**config.mk**
```make
export PLATFORM = sky130hd
export DESIGN_NAME = magia_stdio_line_arbiter
export DESIGN_NICKNAME = d
export VERILOG_FILES = /design/src/rtl/magia_stdio_line_arbiter.sv
export SDC_FILE = /design/constraint.sdc
export NUM_CORES = 1
export LEC_CHECK = 0
export BUFFER_PORTS_ARGS = -buffer_cell sky130_fd_sc_hd__buf_2
export CORE_MARGIN = 5
export CORE_UTILIZATION = 50
export DETAILED_ROUTE_END_ITERATION = 10
export PLACE_DENSITY = 0.66
export SLEW_MARGIN = 10
export SYNTH_ARGS = -nofsm -noshare
export SYNTH_HDL_FRONTEND = slang
export SYNTH_SLANG_ARGS = --single-unit
```
**constraint.sdc**
```tcl
create_clock -name clk_i -period 5.9 [get_ports clk_i]
set_input_delay 1.18 -clock clk_i [delete_from_list [all_inputs] [get_ports clk_i]]
set_output_delay 1.18 -clock clk_i [all_outputs]
set_load 0.05 [all_outputs]
```
**src/rtl/magia_stdio_line_arbiter.sv**
```systemverilog
// magia_stdio_line_arbiter: gathers per-tile stdout bytes into line buffers and
// emits complete lines one at a time, round-robin, on a single byte stream.
//   clk_i, rst_ni           clock, async active-low reset (release synchronised upstream)
//   char_valid_i/data_i     per-tile byte write, tile t on char_data_i[8t+7:8t]
//   char_ready_o            per-tile accept (buffer open and not full)
//   flush_i                 close every open non-empty line
//   out_valid_o/ready_i     output byte handshake
//   out_data_o, out_tile_o  output byte and its source tile
//   out_last_o, out_trunc_o final byte of line, line closed by a full buffer
//   busy_o                  any buffered data or drain in progress
module magia_stdio_line_arbiter #(
    parameter int N_TILES    = 4,
    parameter int LINE_DEPTH = 16,
    parameter int TID_W      = (N_TILES > 1) ? $clog2(N_TILES) : 1
) (
    input  logic                 clk_i,
    input  logic                 rst_ni,
    input  logic [N_TILES-1:0]   char_valid_i,
    input  logic [N_TILES*8-1:0] char_data_i,
    output logic [N_TILES-1:0]   char_ready_o,
    input  logic                 flush_i,
    output logic                 out_valid_o,
    output logic [7:0]           out_data_o,
    output logic [TID_W-1:0]     out_tile_o,
    output logic                 out_last_o,
    output logic                 out_trunc_o,
    input  logic                 out_ready_i,
    output logic                 busy_o
);
    localparam int CNT_W = $clog2(LINE_DEPTH + 1);
    localparam int IDX_W = $clog2(LINE_DEPTH);
    localparam logic [CNT_W-1:0] FULL = CNT_W'(LINE_DEPTH);
    localparam logic [CNT_W-1:0] LAST = CNT_W'(LINE_DEPTH - 1);

    typedef enum logic {IDLE, DRAIN} state_t;

    state_t                          r_state, w_state_nx;
    logic [TID_W-1:0]                r_gnt, r_rr, w_pick, w_cand;
    logic [IDX_W-1:0]                r_rd;
    logic                            r_gtrunc, w_found, w_hs;
    logic [N_TILES-1:0]              w_closed, w_trunc;
    logic [N_TILES-1:0][CNT_W-1:0]   w_cnt;
    logic [N_TILES-1:0][7:0]         w_byte;

    for (genvar t = 0; t < N_TILES; t++) begin : g_tile
        logic [7:0]       r_buf [LINE_DEPTH];
        logic [CNT_W-1:0] r_cnt;
        logic             r_closed, r_trunc;
        logic [7:0]       w_ch;
        logic             w_acc, w_nl, w_done;
        assign w_ch            = char_data_i[8*t +: 8];
        assign char_ready_o[t] = !r_closed && r_cnt != FULL;
        assign w_acc           = char_valid_i[t] && char_ready_o[t];
        assign w_nl            = w_ch == 8'h0A;
        assign w_done          = w_hs && out_last_o && r_gnt == TID_W'(t);
        assign w_closed[t]     = r_closed;
        assign w_trunc[t]      = r_trunc;
        assign w_cnt[t]        = r_cnt;
        assign w_byte[t]       = r_buf[r_rd];
        always_ff @(posedge clk_i or negedge rst_ni) begin
            if (!rst_ni) begin
                r_cnt    <= '0;
                r_closed <= 1'b0;
                r_trunc  <= 1'b0;
            end else if (w_done) begin
                r_cnt    <= '0;
                r_closed <= 1'b0;
            end else begin
                if (w_acc) r_cnt <= r_cnt + CNT_W'(1);
                // a newline wins over a simultaneous fill, so that line is not truncated
                if (w_acc && (w_nl || r_cnt == LAST)) begin
                    r_closed <= 1'b1;
                    r_trunc  <= !w_nl;
                end else if (flush_i && !r_closed && (w_acc || r_cnt != '0)) begin
                    r_closed <= 1'b1;
                    r_trunc  <= 1'b0;
                end
            end
        end
        always_ff @(posedge clk_i) begin
            if (w_acc) r_buf[r_cnt[IDX_W-1:0]] <= w_ch;
        end
    end

    // first closed tile at or after the round-robin pointer; scanning downward
    // leaves the nearest candidate as the final assignment
    always_comb begin
        w_pick  = r_rr;
        w_cand  = r_rr;
        w_found = 1'b0;
        for (int i = N_TILES - 1; i >= 0; i--) begin
            w_cand = TID_W'((int'(r_rr) + i) % N_TILES);
            if (w_closed[w_cand]) begin
                w_pick  = w_cand;
                w_found = 1'b1;
            end
        end
    end

    assign out_valid_o = r_state == DRAIN;
    assign out_data_o  = out_valid_o ? w_byte[r_gnt] : 8'h00;
    assign out_tile_o  = out_valid_o ? r_gnt : '0;
    assign out_last_o  = out_valid_o && (CNT_W'(r_rd) + CNT_W'(1) == w_cnt[r_gnt]);
    assign out_trunc_o = out_valid_o && r_gtrunc;
    assign w_hs        = out_valid_o && out_ready_i;
    assign busy_o      = (|w_cnt) || r_state != IDLE;

    always_ff @(posedge clk_i or negedge rst_ni) begin
        if (!rst_ni) begin
            r_state  <= IDLE;
            r_gnt    <= '0;
            r_rr     <= '0;
            r_rd     <= '0;
            r_gtrunc <= 1'b0;
        end else begin
            r_state <= w_state_nx;
            if (r_state == IDLE && w_found) begin
                r_gnt    <= w_pick;
                r_gtrunc <= w_trunc[w_pick];
                r_rd     <= '0;
            end else if (w_hs) begin
                r_rd <= r_rd + IDX_W'(1);
                if (out_last_o) r_rr <= (r_gnt == TID_W'(N_TILES - 1)) ? '0 : r_gnt + TID_W'(1);
            end
        end
    end

    always_comb begin
        w_state_nx = r_state;
        if (r_state == IDLE && w_found) w_state_nx = DRAIN;
        else if (w_hs && out_last_o) w_state_nx = IDLE;
    end
endmodule

```
# Yosys cells after proc, flatten, opt, wreduce, memory -nomap -nowiden
# Memories as Yosys holds them, arrays and structs flattened.
# Cells that the tools add are included.
[word_totals]
regBits = 38
mem_bits_rw = 512
inputBits = 40
out_inout_bits = 18
word_cells = 195
n_memories = 4
[memory_table]
columns = ["name", "words", "width", "read_ports", "rd_ports_with_merged_regs", "wr", "line", "rtl"]
rows = [
  ["g_tile[0].r_buf", 16, 8, 1, 0, 1, "46", "logic [7:0] r_buf [LINE_DEPTH];"],
  ["g_tile[1].r_buf", 16, 8, 1, 0, 1, "46", ""],
  ["g_tile[2].r_buf", 16, 8, 1, 0, 1, "46", ""],
  ["g_tile[3].r_buf", 16, 8, 1, 0, 1, "46", ""],
]
[classes]
n_addsub = 10
n_lt_le_gt_ge = 6
n_eq_ne = 16
mux = 65
bitwise_logic = 6
n_reduce_logical = 71
[ops]
columns = ["op", "n"]
rows = [
  ["$mux W5", 9],
  ["$mux W1", 39],
  ["$eq A8 B4 Y1 const B", 4],
  ["$logic_and A1 B1 Y1", 29],
  ["$add A5 B1 Y5 const B", 4],
  ["$eq A5 B4 Y1 const B", 4],
  ["$ne A5 B5 Y1 const B", 4],
  ["$reduce_bool A2 Y1", 10],
  ["$reduce_bool A5 Y1", 4],
  ["$reduce_or A20 Y1", 1],
  ["$lt A2 B3 Y1 const B", 6],
  ["$bmux W8 S2", 1],
  ["$mux W8", 2],
  ["$mux W2", 6],
  ["$reduce_bool A3 Y1", 4],
  ["$bmux W1 S2", 5],
  ["$bmux W5 S2", 1],
  ["$logic_or A1 B1 Y1", 9],
  ["$logic_not A1 Y1", 8],
  ["$mux W4", 2],
  ["$reduce_and A2 Y1", 4],
  ["$not A1 Y1", 6],
  ["$add A4 B1 Y5 const B", 1],
  ["$eq A5 B5 Y1", 1],
  ["7 further kinds", 10],
]

# Logic depth before layout (Yosys ltp)
[depth]
ltp_word = 10
ltp_mapped = 9
depth_no_buf = 7

# Worst setup path after synthesis
# OpenSTA, ideal clock, no wires.
[synth_timing]
kind = "register to output"
from = "register r_state (netlist: out_valid_o)"
to = "output out_data_o[6]"
t_arrival_ns = 2.947
required_time_ns = 4.720
path_slack_ns = 1.773
stages_incl_launch_ff = 7
path_buffers = 2
cell_sequence = "dfrtp_1 clkbuf_1 inv_1 nor2_1 clkbuf_1 a22oi_1 o211ai_1"
[synth_via]
elab_chain_cells = 1
[synth_rtl]
columns = ["element", "line", "rtl"]
rows = [
  ["start: declaration", "37", "state_t r_state, w_state_nx;"],
  ["start signal: assignment", "116", "r_state <= w_state_nx;"],
  ["$mux W8", "101", "assign out_data_o = out_valid_o ? w_byte[r_gnt] : 8'h00;"],
  ["end: declaration", "23", "output logic [7:0] out_data_o,"],
]
# Every way passes these cells.

# Final worst setup path
[layout_timing]
from = "register r_rd[0]"
to = "output out_data_o[7]"
[layout_via]
elab_chain_cells = 4
word_cells_on_any_way = 7
cone_classes = "mux: 3; memory: 4"
[layout_rtl]
columns = ["element", "line", "rtl"]
rows = [
  ["start: declaration", "39", "logic [IDX_W-1:0] r_rd;"],
  ["start signal: assignment", "122", "r_rd <= r_rd + IDX_W'(1);"],
  ["$mem_v2 Z16 W8", "n/a", ""],
  ["$bmux W8 S2 (*)", "101", ""],
  ["$mux W8 (not written as such) (*)", "101", ""],
  ["$mux W8 (*)", "101", ""],
]
# Every way passes the cells marked *; elsewhere a longest branch is shown, timed or not. The select of a mux whose other input is x is not followed.

==> impl_metrics.yaml <==
setup_path:
  cp.arrival_ns: 3.63
  cp-end-kind: "primary output"
  worstSetupPathType: "register to primary output"
  worst-path-max-fanout: 64
  start_kind: "register"
  worst_ep_required_time_ns: 4.72
  r2r_setup_slack_ns: 2.91
detailed_routing:
  drc: 0
  antenna_left: 0
  routed_wl_mm: 48.7
  vias_per_cell: 5.92
  drt_iter0_markers: 1128
  wl_per_cell_um: 25.5
  drt-pass1-iter-count: 5
  vias: 11300
sta:
  slew_violations: 0
  setup_slack_ns: 1.09
  max_clock_freq_ghz: 0.208
  period_needed_ns: 4.81
  finalSetupTns_ns: 0
  skew_ns: 0.0226
  max_slew.worst_pin.slew_ns: 1.10
  finalHoldViolations: 0
  finalSetupViolCount: 0
  relSlewSlack_pct: 26.1
  period_share_pct: 81.5
  holdWs_ns: 0.512
  rsz0062_at_grt: "false"
synth:
  synth_fa_ha_area_share_pct: 1.38
  synth-async-reset-ratio_pct: 6.91
  synth_area_mm2: 0.0226
  synth_warnings: 0
  yosysUniqueCellTypes: 57
  synthSimpleGateAreaFrac_pct: 4.80
  synth_xor_area_share_pct: 0.763
  synth-seq-cells: 550
  synthMuxAreaShare_pct: 16.4
  synth_top_family_by_area: "multiplexers"
  synth-seq-area-share_pct: 72.1
  syn_nets: 1245
  synth_edf_count: 512
  syn_inst: 1180
  synth_ff_type: "edfxtp_1"
  syn_avg_cell_area_um2: 19.2
  synth-compound-area-share_pct: 2.97
global_routing:
  grt.total_usage_pct: 19.8
  grt_start_max_net_pins: 74
  first_global_vias: 11700
  antenna_found_initial: 0
  grt_pass1_wl_mm: 74.3
  overflow: 0
clock_tree:
  cts_setup_buffers: 0
  numCtsBuffers: 55
  clkTransAtPathRegs_ns: 0.06
  clock_latency_ns: 0.60
  clockRootBuffer: "clkbuf_16"
  clockBufferDepth: 3
  clkSinkCount: 550
  ctsHoldBuffers: 0
  cts_tree: "built"
  ctsHtreeMaxLevel: 2
  cts_resized: 0
place:
  place_ws_ns: 1.71
  place_inst: 1808
  gp_congestion: 0.858
  dpl.hpwl_mm: 32.3
  io_buffers: 57
die:
  chipWidth_um: 223
  die_y_um: 223
  num_rows: 78
  initial_core_util_pct: 50.2
  die-area_mm2: 0.0496
  io_pins: 58
  core-area_mm2: 0.0451
layout:
  final_cell_count_no_fill: 1908
  drive_gt1_share_pct: 24.8
  antenna_cells: 0
  nets: 1330
  synthToLayoutAreaGrowth_pct: 12.3
power:
  cellLeakagePower_nw: 8.29
  power_density_mw_per_mm2: 463
  peakVddDrop_mv: 0.511
outcome:
  outcome: "finished, final reports clean"
flow_run:
  drv_cap: 0
worst_hold_path:
  min_path_type: "register to register"
[final timing paths]
check / depth (start not counted) / start / endpoint
max in group asynchronous: 1 / rst_ni / r_rd[0]
min in group asynchronous: 1 / rst_ni / g_tile[0].r_cnt[1]
worst min register to register: 1 / g_tile[3].r_trunc / g_tile[3].r_trunc
worst min-delay path: 1 / g_tile[3].r_trunc / g_tile[3].r_trunc
worst max register to register: 7 / r_rd[0] / r_rr[0]
worst max-delay path: 7 / r_rd[0] / out_data_o[7]
[metal layers]
layer	global-route usage (%)	part of all wire (%)	routed length (um)	up-vias
li1	-	-	-	4997
met1	28.2	42	20400	5880
met2	31.0	48	23600	349
met3	5.17	6.8	3340	78
met4	5.55	2.8	1370	0
met5	0	0	0	-
[final cells by class]
class                      count  area, um^2
sequential                   550       16300
clock buffer                  71        1480
inverter                      27         101
tap                          600         751
multi-input combinational    542        5960
fill                        3443       19700
timing repair buffer          89         563
clock inverter                29         244
[layout by cell type (no fill, tap or decap), types with 9 or more instances in the layout]
cell / instances
clkinv_1: 10
clkbuf_16: 55
o21ai_0: 12
buf_4: 29
nand4_1: 9
a22oi_1: 22
a21oi_1: 14
nand3_1: 21
buf_2: 57
inv_1: 27
xor2_1: 10
and3_1: 16
dfrtp_1: 35
nor3_1: 16
ha_1: 25
mux4_2: 147
edfxtp_1: 512
mux2i_1: 32
nand2_1: 31
clkbuf_1: 12
nor2_1: 85
[kinds of logic (layout without fill, tap and decap cells)]
| family | Yosys count | after routing |
|---|---|---|
| flops | 550 | 550 |
| simple gates | 221 | 221 |
| mux | 183 | 183 |
| compound gates | 95 | 95 |
| buf+inv | 88 | 216 |
| fa+ha+maj | 25 | 25 |
| xor+xnor | 18 | 18 |
[registers in the layout, summed over array words and instances, names as in the netlist]
name and cells:
g_tile.r_buf 512, g_tile.r_closed 4, r_gnt 2, g_tile.r_cnt 20, r_rr 2, r_gtrunc 1
out_valid_o 1, g_tile.r_trunc 4, r_rd 4
[worst max-delay path, stage by stage (launching register included)]
cell      delay (ns)
dfrtp_4         0.70
buf_12          0.49
mux4_2          0.59
mux2i_1         0.26
a22oi_1         0.17
a22oi_1         0.24
o211ai_1        0.22
buf_2           0.29
[synthesized netlist by cell type, types with 5 or more instances]
master / count / share of area, %
a22oi_1: 22 / 0.73
mux4_2: 147 / 15
edfxtp_1: 512 / 68
nand2_1: 31 / 0.51
inv_1: 27 / 0.45
nand2b_1: 7 / 0.19
o21ai_0: 12 / 0.27
nand4_1: 9 / 0.25
nand3_1: 21 / 0.46
buf_1: 7 / 0.12
mux2i_1: 32 / 1.4
and2_1: 8 / 0.22
and3_1: 16 / 0.44
a211oi_1: 5 / 0.17
o211ai_1: 8 / 0.27
xnor2_1: 7 / 0.27
xor2_1: 10 / 0.39
nor2_1: 85 / 1.4
buf_2: 15 / 0.33
nor3_1: 17 / 0.38
dfrtp_1: 38 / 4.2
nor2b_1: 6 / 0.17
a21oi_1: 14 / 0.31
a311oi_1: 6 / 0.23
a31oi_1: 5 / 0.14
clkbuf_1: 38 / 0.63
ha_1: 25 / 1.4
[power breakdown]
group | total [mW] | internal [mW] | switching, mW | leakage [nW]
sequential | 4.73 | 4.40 | 0.331 | 5.06
combinational | 3.74 | 1.55 | 2.19 | 2.40
clock | 3.31 | 1.90 | 1.42 | 0.834
total | 11.8 | 7.85 | 3.94 | 8.29
[metrics by stage]
stage | utilization [%] | power [mW] | instance area (um^2)
2_1_floorplan | - | 7.40 | 22600
3_3_place_gp | 52.6 | 8.53 | 23700
3_5_place_dp | 52.6 | 8.56 | 23700
4_1_cts | 56.4 | 11.9 | 25400
5_1_grt | 56.4 | 12.3 | 25400
6_report | 56.4 | 11.8 | 25400
Note: power is estimated with default switching activity, not from simulation.
